## config.mk

```make
export PLATFORM = sky130hd
export DESIGN_NAME = reg_file_scoreboard
export DESIGN_NICKNAME = d
export VERILOG_FILES = /design/src/rtl/reg_file_scoreboard_pkg.sv /design/src/rtl/reg_file_scoreboard_sb_tracker.sv /design/src/rtl/reg_file_scoreboard.sv
export SDC_FILE = /design/constraint.sdc
export NUM_CORES = 1
export LEC_CHECK = 0
export ABC_AREA = 1
export CAP_MARGIN = 30
export CORE_MARGIN = 3
export CORE_UTILIZATION = 50
export DETAILED_ROUTE_END_ITERATION = 7
export HOLD_SLACK_MARGIN = 0.02
export MAX_ROUTING_LAYER = met4
export PLACE_DENSITY_LB_ADDON = 0.25
export SLEW_MARGIN = 0
export SYNTH_ARGS = -nofsm -noshare
export SYNTH_HDL_FRONTEND = slang
export SYNTH_SLANG_ARGS = --single-unit
```

## constraint.sdc

```tcl
create_clock -name clk -period 2.5 [get_ports clk]
set_input_delay 0.25 -clock clk [delete_from_list [all_inputs] [get_ports clk]]
set_output_delay 0.25 -clock clk [all_outputs]
set_load 0.05 [all_outputs]
```

## src/rtl/reg_file_scoreboard_pkg.sv

```systemverilog
// Shared constants for the 8x16 register file and its pending-write scoreboard.
package reg_file_scoreboard_pkg;
  localparam int unsigned DATA_W_DEF = 16;
  localparam int unsigned ADDR_W_DEF = 3;
  localparam int unsigned NREG       = 2 ** ADDR_W_DEF;
  localparam logic [ADDR_W_DEF-1:0] REG_ZERO = 3'd0;
endpackage

```

## src/rtl/reg_file_scoreboard_sb_tracker.sv

```systemverilog
// Pending-write scoreboard: busy bits, write-back clear, issue set and stall detection.
module sb_tracker
  import reg_file_scoreboard_pkg::*;
#(
  parameter int unsigned ADDR_W  = ADDR_W_DEF,
  parameter bit          R0_ZERO = 1'b1
) (
  input  logic                 clk,
  input  logic                 rst_n,
  input  logic                 wr_en,
  input  logic [ADDR_W-1:0]    wr_addr,
  input  logic                 iss_valid,
  input  logic [ADDR_W-1:0]    iss_dest,
  input  logic                 iss_wb,
  input  logic [ADDR_W-1:0]    iss_src_a,
  input  logic [ADDR_W-1:0]    iss_src_b,
  output logic                 hazard,
  output logic [2**ADDR_W-1:0] busy_vec
);
  localparam int unsigned NR = 2 ** ADDR_W;

  logic [NR-1:0] busy_q;
  logic [NR-1:0] busy_clr;
  logic [NR-1:0] busy_set;
  logic [NR-1:0] eff;
  logic          dest_is_r0;

  assign dest_is_r0 = R0_ZERO && (iss_dest == ADDR_W'(REG_ZERO));

  always_comb begin
    busy_clr = '0;
    if (wr_en) busy_clr[wr_addr] = 1'b1;
    // A write-back landing this cycle is bypassed to readers, so it no longer blocks issue.
    eff = busy_q & ~busy_clr;
    if (R0_ZERO) eff[0] = 1'b0;
    hazard = iss_valid & (eff[iss_src_a] | eff[iss_src_b] | (iss_wb & eff[iss_dest]));
    busy_set = '0;
    if (iss_valid && iss_wb && !hazard && !dest_is_r0) busy_set[iss_dest] = 1'b1;
  end

  always_ff @(posedge clk) begin
    if (!rst_n) begin
      busy_q <= '0;
    end else begin
      // Set is OR-ed last so it wins over a same-cycle clear.
      busy_q <= (busy_q & ~busy_clr) | busy_set;
    end
  end

  assign busy_vec = busy_q;
endmodule

```

## src/rtl/reg_file_scoreboard.sv

```systemverilog
// 8x16 register file with write-through bypass reads and a pending-write scoreboard.
module reg_file_scoreboard
  import reg_file_scoreboard_pkg::*;
#(
  parameter int unsigned DATA_W  = DATA_W_DEF,
  parameter int unsigned ADDR_W  = ADDR_W_DEF,
  parameter bit          R0_ZERO = 1'b1
) (
  input  logic                 clk,
  input  logic                 rst_n,
  input  logic [ADDR_W-1:0]    rd_addr_a,
  output logic [DATA_W-1:0]    rd_data_a,
  input  logic [ADDR_W-1:0]    rd_addr_b,
  output logic [DATA_W-1:0]    rd_data_b,
  input  logic                 wr_en,
  input  logic [ADDR_W-1:0]    wr_addr,
  input  logic [DATA_W-1:0]    wr_data,
  input  logic                 iss_valid,
  input  logic [ADDR_W-1:0]    iss_dest,
  input  logic                 iss_wb,
  input  logic [ADDR_W-1:0]    iss_src_a,
  input  logic [ADDR_W-1:0]    iss_src_b,
  output logic                 hazard,
  output logic [2**ADDR_W-1:0] busy_vec
);
  localparam int unsigned NR = 2 ** ADDR_W;

  logic [DATA_W-1:0] regs_q [NR];
  logic              wr_live;

  assign wr_live = wr_en && !(R0_ZERO && (wr_addr == ADDR_W'(REG_ZERO)));

  always_ff @(posedge clk) begin
    if (!rst_n) begin
      for (int i = 0; i < NR; i++) regs_q[i] <= '0;
    end else if (wr_live) begin
      regs_q[wr_addr] <= wr_data;
    end
  end

  always_comb begin
    rd_data_a = regs_q[rd_addr_a];
    if (wr_live && (wr_addr == rd_addr_a)) rd_data_a = wr_data;
    if (R0_ZERO && (rd_addr_a == ADDR_W'(REG_ZERO))) rd_data_a = '0;
  end

  always_comb begin
    rd_data_b = regs_q[rd_addr_b];
    if (wr_live && (wr_addr == rd_addr_b)) rd_data_b = wr_data;
    if (R0_ZERO && (rd_addr_b == ADDR_W'(REG_ZERO))) rd_data_b = '0;
  end

  sb_tracker #(
    .ADDR_W  (ADDR_W),
    .R0_ZERO (R0_ZERO)
  ) u_sb_tracker (
    .clk       (clk),
    .rst_n     (rst_n),
    .wr_en     (wr_en),
    .wr_addr   (wr_addr),
    .iss_valid (iss_valid),
    .iss_dest  (iss_dest),
    .iss_wb    (iss_wb),
    .iss_src_a (iss_src_a),
    .iss_src_b (iss_src_b),
    .hazard    (hazard),
    .busy_vec  (busy_vec)
  );
endmodule

```

### Yosys cells after proc, flatten, opt, wreduce, memory -nomap -nowiden

Memory sizes are Yosys's and may differ from the RTL's.
Cells that the tools add are included.

* register bits: 8
* memory bits (writable): 128
* input bits: 39
* output and inout bits: 41
* logic and storage cells: 56
* memories kept: 1

Memories
* regs_q: depth 8, width 16, read ports 2, clocked after memory_dff 0, wr ports 8, RTL line reg_file_scoreboard.sv:28 `logic [DATA_W-1:0] regs_q [NR];`

* order comparisons: 6
* eq/ne operators: 2
* multiplexer cells: 23
* bitwise operators: 7
* reductions and logical operators: 16

Operator list (number)
* 2-to-1 mux 16 bit: 5
* less-than comparator 3 x 4 -> 1 bit, second input constant: 4
* 2-to-1 mux 8 bit: 2
* OR reduction 16 bit: 1
* zero test 3 bit: 4
* 2-to-1 mux 1 bit: 10
* binary-select mux 1 bit (select 3 bit): 3
* bitwise AND 8 bit: 1
* logical AND 1 bit: 8
* inverter 8 bit: 1
* bitwise OR 8 bit: 1
* demux 1 bit (select 3 bit): 2
* == test 3 bit: 2
* greater-or-equal comparator 3 x 1 -> 1 bit, second input constant: 2
* zero test 1 bit: 3
* 2-to-1 mux 3 bit: 1
* bitwise AND 1 bit: 2
* bitwise OR 1 bit: 2

### Longest topological paths before layout

Gate-level depths: netlist of run 1.

* depth after elaboration: 17
* gate-level depth with buffers: 13
* gate-level depth less buffers: 12

### Modules after synthesis

From an unflattened synthesis of run 1, not the netlist that was laid out.

* cells, all modules: 1138
* area total of the unflattened synthesis: 8275.4 sq um

By module, submodules not included
* reg_file_scoreboard: times used 1, cells each 1021, area each 7609.8 sq um, sequential area each 3843.7 sq um
* sb_tracker: times used 1, cells each 117, area each 665.6 sq um, sequential area each 160.2 sq um

### Worst setup path after synthesis of run 1

OpenSTA, ideal clock, no wires.

* kind: input port to output port
* start point: input port rd_addr_b[0]
* end point: output port rd_data_b[14]
* data arrival time: 2.336 ns
* required time: 2.250 ns
* setup slack: -0.086 ns
* cell stages on the path: 7
* path buffers: 3
* cells stage by stage: buf_2 buf_2 buf_2 nor2_1 o22ai_1 nand2_1 a311oi_1

* cells in the longest elaborated chain, start to end: 4
* elaborated cells between the ends (all ways): 6
* those cells by class: eq/ne: 1; mux: 2; reduce/logical: 2; memory: 1

Ends and longest elaborated chain
* start, declared: RTL line reg_file_scoreboard.sv:13 `input logic [ADDR_W-1:0] rd_addr_b,`
* parallel branches: the longest is 3 deep, another holds memory read (8 x 16 bit)
* 2-to-1 mux 16 bit (*): RTL line reg_file_scoreboard.sv:50 `if (R0_ZERO && (rd_addr_b == ADDR_W'(REG_ZERO))) rd_data_b = '0;`
* end, declared: RTL line reg_file_scoreboard.sv:14 `output logic [DATA_W-1:0] rd_data_b,`

Mark *: on every way between the ends.

### Worst setup path in the final report of run 1

* start point: input port rd_addr_b[1]
* end point: output port rd_data_b[5]

The elaborated chain is that of the path after synthesis.

==> impl_metrics.ini, run 1 <==
[hold_path]
hp-class = in -> reg

[placement]
dpl_worst_slack_ns = -0.1099
gp_congestion = 0.9185
place_area_um2 = 9607
dp_hpwl_mm = 16.70
dp_cells = 1191
io_buffer_count = 79

[pwr]
leakage_nw = 4.112
finalPower_mw = 6.937
irDropWorstVdd_v = 0.0004983
pwr_density_cell_nw_per_um2 = 673.0

[clocking]
hold_buffers = 0
cts_tree = built
cts_root_buf = clkbuf_16
numCtsBuffers = 17
clock_sinks = 136
clock_latency_ns = 0.43
clk_path_buf_depth = 2
h-tree-depth = 4
clk_pin_slew_ns = 0.06

[timing]
worst_pin_slew_ns = 0.5447
period_minus_slack_ns = 2.498
slew_viol_final = 0
setup_slack_ns = 0.002117
fin_skew_ns = 0.001162
setup_viol = 0
slew_headroom = 0.6369
finalCritPeriodShare = 0.9992
hold_viol_final = 0
rsz0062_at_grt = yes
clock.fmax_mhz = 400.3

[cells_and_area]
instances_no_fill = 1226
area_growth_syn_to_layout_pct = 34.04
finalInstanceArea_um2 = 10310
final_util = 0.6960
final_nets = 1068
drive_gt1_frac = 0.1948
antennaDiodeCount = 0

[worst_setup_path]
end_kind = output port
critPathRequiredTime_ns = 2.25
cp_slowest_cell = clkdlybuf4s50_1
crit_arrival_ns = 2.25
cp-start-kind = input port
crit_fanout = 29
path_cells = clkdlybuf4s50_1 -> buf_12 -> a21oi_1 -> a221oi_1 -> nor3_1 -> a211oi_2 -> buf_4 -> buf_12
cp_top_family = buffers and inverters
path_class = in -> out
critical_path_buf_inv_count = 4
cp_common_cell = buf_12
cpPeakStageDelay_ns = 0.56

[floorplanning]
initial_core_util = 0.5193
die_w_um = 130.0
ios = 80
dieHeight_um = 130.0
num_rows = 44
die_area_um2 = 16900
core_um2 = 14810

[route]
ant_nets = 0
drc = 0
vias_per_cell = 6.299
route.vias.total = 7723
drt_iter0_drc = 1173
totalWireLength_mm = 25.50
dr.pass1.iters = 7
wl_per_cell_um = 20.80

[flow_run]
max-cap-violations = 0

[synthesis]
synth.avg_cell_area_um2 = 8.650
yosysSeqAreaShare = 0.5207
synth_seq_cells = 136
synth.top_cell.area_share = 0.4998
synthesis.area_um2 = 7690
synth_area_leaders = edfxtp_1 (50%), nand2_1 (9.0%), a21oi_1 (8.3%), nor2_1 (6.5%), a221oi_1 (5.2%)
synthCells = 889
ys_warn_count = 0
synth.distinct_cells = 34
yosys.area.top_type = edfxtp_1

[global_route]
use_met1 = 0.4043
globalRoute.busiestLayer = met2
grt_pass1_wl_mm = 39.05
track_usage = 0.3143
grt_remaining_overflow = 0
antenna_found_initial = 0
grt_max_degree = 62
grt_pass1_vias = 7244
use_met3 = 0.06590
met2_usage = 0.4862

[run_status]
status = completed
[sequential cells by signal (all words and copies together) (netlist names)]
register               flops
regs_q                   128
u_sb_tracker.busy_vec      8
[metrics by stage]
stage	hold slack (ns)	TNS, ns
final	0.3420	0
after global routing	0.3945	-0.2533
after CTS	0.4579	0
after detailed placement	0.4487	-0.3138
after global placement	0.4457	-0.08754
after floorplan	0.4449	-0.1513
[per-layer routing]
metal | share of wire | vias up
met1 | 0.39 | 3601
met2 | 0.47 | 586
li1 | - | 3449
met3 | 0.11 | 87
met5 | 0 | -
met4 | 0.034 | 0
[Yosys cell counts, drive strengths merged]
cell,n
nand2,186
nor2,135
a21oi,128
edfxtp,128
a221oi,46
buf,46
nand3,34
inv,33
nor3,32
a211oi,21
clkbuf,21
o21ai,21
clkinv,13
nand4,13
dfxtp,8
a32o,4
o21a,4
o22ai,4
a22oi,3
a311oi,3
xor2,2
a21boi,1
and2,1
conb,1
xnor2,1
[timing repair]
| item | 4_1_cts | 5_1_grt |
|---|---|---|
| pin swaps | 0 | 1 |
| endpoints found under the setup margin | 7 | 19 |
| resized for setup | 3 | 10 |
| buffers inserted | 0 | 3 |
[kinds of logic (layout without fill, tap and decap cells)]
group / count (synthesis) / in the layout / share of synthesized area
AOI/OAI and AO/OA: 235 / 235 / 0.1900
xor gates and xnor gates: 3 / 3 / 0.003417
buffers and inverters: 113 / 251 / 0.06687
DFF: 136 / 136 / 0.5207
other: 1 / 16 / 0.0004877
and+or+nand+nor: 401 / 401 / 0.2185
[placed cells by master, fill, tap and decap left out, types with 3 or more instances in the layout]
master | Yosys | routed
clkdlybuf4s50_1 | 0 | 42
a22oi_1 | 3 | 3
a32o_1 | 4 | 4
conb_1 | 1 | 16
nor3_1 | 32 | 30
o22ai_1 | 4 | 4
o21a_1 | 4 | 4
a211oi_1 | 21 | 7
inv_2 | 4 | 5
bufinv_16 | 0 | 4
a311oi_2 | 0 | 3
buf_12 | 0 | 39
dfxtp_1 | 8 | 8
buf_4 | 6 | 86
nand3_1 | 34 | 34
a221oi_2 | 0 | 6
clkinv_1 | 13 | 14
nand4_1 | 7 | 7
o21ai_0 | 21 | 21
a221oi_1 | 46 | 40
edfxtp_1 | 128 | 128
nand4_2 | 6 | 6
a21oi_1 | 127 | 127
clkbuf_16 | 0 | 17
nor2_1 | 133 | 133
nand2_1 | 184 | 184
a211oi_2 | 0 | 14
inv_1 | 28 | 26
clkinv_4 | 0 | 4
[cell type report]
class | count | area, µm²
clock buffers | 17 | 425.4
clock inverters | 15 | 201.4
fillers | 1072 | 4502
inverters | 46 | 177.7
multi-input cells | 655 | 3364
flip-flops and latches | 136 | 4004
well taps | 184 | 230.2
repair buffers | 173 | 1904
[worst paths after layout]
check	end	slack, ns	depth (start not counted)	start
hold reg to reg	u_sb_tracker.busy_vec[0]$_SDFF_PN0_	0.46	2	u_sb_tracker.busy_vec[0]$_SDFF_PN0_
hold / removal	u_sb_tracker.busy_vec[0]$_SDFF_PN0_	0.34	5	wr_addr[0]
setup reg to reg	u_sb_tracker.busy_vec[3]$_SDFF_PN0_	1.15	9	u_sb_tracker.busy_vec[5]$_SDFF_PN0_
setup / recovery	rd_data_b[5]	0.002	8	rd_addr_b[1]
[report_power, final]
group	internal (mW)	leakage (nW)	switching (mW)
clock network	1.67	0.301	0.992
registers	2.64	1.29	0.0809
logic	0.639	2.52	0.916
total	4.95	4.11	1.99
[worst min-delay path, cell delays in order]
cell            delay [ns]
dlymetal6s2s_1        0.21
inv_4                 0.08
nand3_1               0.09
nand3_1               0.06
inv_1                 0.05
Power figures use the tool's default switching activity.
==> run 2: changes to the inputs <==
--- a/config.mk
+++ b/config.mk
@@ -8,7 +8,7 @@
 export ABC_AREA = 1
 export CAP_MARGIN = 30
 export CORE_MARGIN = 3
-export CORE_UTILIZATION = 50
+export CORE_UTILIZATION = 52
 export DETAILED_ROUTE_END_ITERATION = 7
 export HOLD_SLACK_MARGIN = 0.02
 export MAX_ROUTING_LAYER = met4
==> impl_metrics.ini, run 2 (synthesized netlist as in run 1, its figures left out) <==
[run_status]
status = completed

[clocking]
clock_latency_ns = 0.43
cts_tree = built
numCtsBuffers = 17
h-tree-depth = 4
clock_sinks = 136
hold_buffers = 0
clk_pin_slew_ns = 0.06
cts_root_buf = clkbuf_16
clk_path_buf_depth = 2
postCtsResizedCells = 0
post_cts.repair.setup_buffers = 0

[global_route]
antenna_found_initial = 0
grt_pass1_wl_mm = 40.10
grt_max_degree = 70
grt_pass1_vias = 7163
track_usage = 0.3319
grt_remaining_overflow = 0

[worst_setup_path]
reg2reg_depth = 9
critPathRequiredTime_ns = 2.25
crit_fanout = 36
cp-start-kind = input port
crit_arrival_ns = 2.21
rr_startpoint = u_sb_tracker.busy_vec[1]$_SDFF_PN0_
r2r-end = u_sb_tracker.busy_vec[6]$_SDFF_PN0_
path_class = in -> out
end_kind = output port
reg2reg_slack_ns = 1.19

[cells_and_area]
largest_register = regs_q
largest_register_ffs = 128
layout_commonest_cell = nand2_1
area_growth_syn_to_layout_pct = 32.57
final_nets = 1052
mostFrequentLayoutCells = nand2_1 (184), nor2_1 (133), edfxtp_1 (128)
final_util = 0.7205
finalInstanceArea_um2 = 10190
drive_gt1_frac = 0.1824
antennaDiodeCount = 0

[route]
totalWireLength_mm = 26.02
wl_per_cell_um = 21.59
dr.pass1.iters = 6
met1_length_mm = 9.699
dr_wl_met3_mm = 3.235
wl_met2_mm = 11.80
drc = 0
route.vias.total = 7669
vias_per_cell = 6.364
top_layer = met4
ant_nets = 0
drt_iter0_drc = 1319

[timing]
rsz0062_at_grt = yes
period_minus_slack_ns = 2.464
hold_viol_final = 0
setup_slack_ns = 0.03581
slew_headroom = 0.6420
worst_pin_slew_ns = 0.5370
finalCritPeriodShare = 0.9857
slew_viol_final = 0
fin_skew_ns = 0.001663
setup_viol = 0
clock.fmax_mhz = 405.8

[pwr]
irDropWorstVdd_v = 0.0005328
leakage_nw = 4.014
finalPower_mw = 6.730
pwr_density_cell_nw_per_um2 = 660.1

[hold_path]
hold_end = u_sb_tracker.busy_vec[0]$_SDFF_PN0_
min_from = wr_addr[0]
hp-class = in -> reg
hold_path_depth = 5

[floorplanning]
die_area_um2 = 16280
ios = 80
core_um2 = 14150
initial_core_util = 0.5435
die_w_um = 127.6
num_rows = 43
dieHeight_um = 127.6

[placement]
dpl_worst_slack_ns = 0.04825
io_buffer_count = 79
place_area_um2 = 9542
dp_hpwl_mm = 16.35
gp_congestion = 0.9351

[flow_run]
max-cap-violations = 0
run 2: worst max-delay path: stages:
cell and delay, ns:
clkdlybuf4s50_1 0.50, inv_2 0.12, buf_12 0.22, a21oi_1 0.07, a221oi_1 0.41, nor3_1 0.12
a211oi_2 0.18, buf_4 0.17, buf_12 0.13
run 2: per-layer routing:
layer  vias to the layer above  global-route usage
li1                       3418                   -
met1                      3488              0.4325
met2                       642              0.4943
met3                       121             0.06856
met4                         0              0.1692
met5                         -                   -
run 2: layout make-up:
type                            instances  area, µm²
Timing Repair Buffer                  157       1822
Multi-Input combinational cell        655       3387
Inverter                               46      177.7
Sequential cell                       136       4004
Fill cell                            1049       3955
Clock buffer                           18      429.2
Clock inverter                         13      150.1
Tap cell                              180      225.2
run 2: power breakdown:
group	leakage [nW]	switching (mW)	internal [mW]
combinational	2.45	0.925	0.629
clock	0.265	0.993	1.47
sequential	1.29	0.0775	2.64
total	4.01	2.00	4.73
run 2: through the flow:
stage | cells | setup TNS (ns) | hold slack, ns
6_report | 1205 | 0 | 0.3374
3_3_place_gp | 1174 | 0 | 0.4413
2_1_floorplan | 904 | -0.1513 | 0.4449
5_1_grt | 1205 | -0.001884 | 0.3684
4_1_cts | 1205 | 0 | 0.4553
3_5_place_dp | 1174 | 0 | 0.4460
run 2: worst max-delay path by stage:
| stage | cells past startpoint | to | start |
|---|---|---|---|
| floorplan | 9 | rd_data_a[1] | wr_addr[0] |
| global placement | 8 | rd_data_a[2] | rd_addr_a[2] |
| detailed placement | 12 | rd_data_a[6] | wr_addr[0] |
| CTS | 11 | rd_data_a[11] | wr_addr[0] |
| global route | 8 | rd_data_a[10] | rd_addr_a[1] |
| finish | 9 | rd_data_b[7] | rd_addr_b[1] |
==> patch: new RTL, config.mk and constraints of run 2 <==
`DATA_W_DEF`: 16 -> 32.
--- a/src/rtl/reg_file_scoreboard_pkg.sv
+++ b/src/rtl/reg_file_scoreboard_pkg.sv
@@ -2,3 +2,3 @@
 package reg_file_scoreboard_pkg;
-  localparam int unsigned DATA_W_DEF = 16;
+  localparam int unsigned DATA_W_DEF = 32;
   localparam int unsigned ADDR_W_DEF = 3;
Interface: changed (resized rd_data_a, rd_data_b and wr_data); port bits go from 80 to 128. No check against the original RTL was run, so the function may have changed too.
==> patch against run 2 <==
Synthesized area rose by 72%. The run now ends with negative setup slack left. Sequential power increased by 70%. Final area rose by 76%. Routed wire length grew 80%. First-iteration DRC count is 58% higher. Sequential cell count up 96. Total power up 66%. Count of clock-buffer cells in the layout is 11 higher. Hold slack got worse by 0.080 ns. Worst setup slack got worse by 0.038 ns.
==> patch: results (changes against run 2) <==
Run status
  – Status: complete, but fails checks
  – Failing checks: negative setup slack

Placed design
  – Dpl hpwl: 29200 µm (+78%)
  – Dpl ws: -0.166 ns (-0.214 ns)
  – I/O Buffers: 127 (+61%)
  – Gp weighted congestion: 0.946 (+1.1%)

Worst setup path
  – Critical Path AT: 2.25 ns (+0.04 ns)
  – Largest stage delay on the critical path: 0.44 ns (-0.06 ns)
  – CP max-delay cell: dlygate4sd2_1
  – Worst Setup SP: wr_addr[1]
  – Worst-path maximum fanout: 18 (-50%)

Detailed routing
  – Routed wire per std cell: 22.0 µm (+1.9%)
  – Initial drt markers: 2084 (+58%)
  – DRT Pass-1 Iters: 6 (unchanged)

Timing
  – Skew final: 0.00187 ns (+0.000203 ns)
  – Final setup vio count: 1 (+1)
  – Slew margin rel.: 60.1% (-4.1 points)
  – Final worst setup slack: -0.00238 ns (-0.0382 ns)

Min path
  – Min-delay worst type: primary input to flop

Logic synthesis
  – Most common cell in the netlist: nor2_1
  – Synth area leaders: edfxtp_1 51%, nor2_1 10%, nand2_1 8.3%, inv_1 4.1%, o221ai_1 4.0%
  – Post-synthesis sequential area ratio: 52.1% (about the same)
  – Distinct cells, synth: 35 (+2.9%)
  – EDFF count, synth: 224 (+75%)
  – Post-synth top cells: 360 x nor2_1, 294 x nand2_1, 224 x edfxtp_1, 144 x inv_1, 81 x nand3_1

Global routing
  – Total track usage: 33.8% (+0.63 points)
  – First-pass GRT wire length: 69600 µm (+74%)
  – Initial antenna violation count: 1 (+1)
  – Pin count of the biggest net entering global routing: 35 (-50%)

Pwr
  – Static leakage: 0.00759 µW (+89%)
  – Sw frac: 30.3% (+0.64 points)

Clock network
  – Maximum root-to-sink buffer count: 3 (+1)
  – Worst skew pair latency: 0.52 ns (+0.09 ns)
  – CTS Buf Count: 24 (+7)
  – H-Tree Depth: 1 (-3)

Floorplan
  – Die X: 165 µm (+30%)

Layout
  – Number of flip-flops in the largest register: 224 (+75%)
  – Layout cell share with drive strength beyond 1: 20.7% (+2.4 points)
  – Layout filler cell count: 1753 (+67%)
-- patch: changes by cell type after synthesis, sizes merged, moves of 15 or more --
cell,change
nor2,+227
nand3,+49
edfxtp,+96
clkbuf,+18
o21ai,-18
nor3,+35
inv,+119
o221ai,+60
buf,+26
a21oi,-51
nand2,+119
a211oi,-15
-- patch: layout make-up --
class	instances	area share (%)
clock inverters	12	0.475
well taps	324	2.26
clock buffers	29	3.57
flip-flops and latches	232	38.4
inverters	153	3.35
multi-input cells	1052	29.9
diodes	1	0.0140
repair buffers	321	22.0
-- patch: power groups by stage --
stage	registers, µW	clock network (µW)	logic, µW
floorplan	4660	0	1450
global placement	4660	0	2960
detailed placement	4680	0	3010
CTS	4600	3410	3050
global route	4630	3570	3310
finish	4610	3410	3160
-- patch: stage by stage --
| step | std cells | area, µm² | TNS [ns] |
|---|---|---|---|
| after floorplan | 1548 | 13200 | -0.0908 |
| after global placement | 2067 | 16700 | -0.358 |
| after detailed placement | 2067 | 16700 | -2.86 |
| after CTS | 2110 | 17500 | -0.0148 |
| after global routing | 2124 | 17900 | -0.261 |
| final | 2124 | 17900 | -0.00238 |
-- patch: worst min-delay path, cell delays in order --
cell            delay, ns
dlymetal6s2s_1       0.13
buf_12               0.15
inv_6                0.05
nand3_1              0.07
nand3_1              0.06
inv_1                0.05
-- patch: layer usage --
layer,track usage [%],wire (µm)
met1,41.4,15800
met5,-,0
met4,16.4,2380
met2,55.0,22400
met3,5.39,6110
-- patch: what timing repair did --
action | CTS | global route
hold endpoints to repair | 0 | 0
gates cloned | 1 | 2
pin swaps | 5 | 10
setup buffers | 1 | 11
resized for setup | 22 | 55
endpoints found under the setup margin | 45 | 60
-- patch: path summary, 6_finish.rpt --
| path | to | slack, ns | depth (start not counted) |
|---|---|---|---|
| worst max-delay path | rd_data_a[20] | -0.002 | 10 |
| worst min register to register | u_sb_tracker.busy_vec[0] | 0.46 | 2 |
| worst min-delay path | u_sb_tracker.busy_vec[0] | 0.26 | 6 |
| worst max register to register | u_sb_tracker.busy_vec[6] | 1.15 | 9 |
-- patch: cell families (layout without fill, tap and decap cells) --
group | Yosys count | count (layout) | share of synthesized area, %
XOR/XNOR | 2 | 2 | 0.132
AO/OA/AOI/OAI | 217 | 217 | 11.9
flip-flops | 232 | 232 | 52.1
AND/OR/NAND/NOR | 833 | 833 | 26.6
buffers and inverters | 264 | 515 | 9.28
other | 0 | 1 | 0
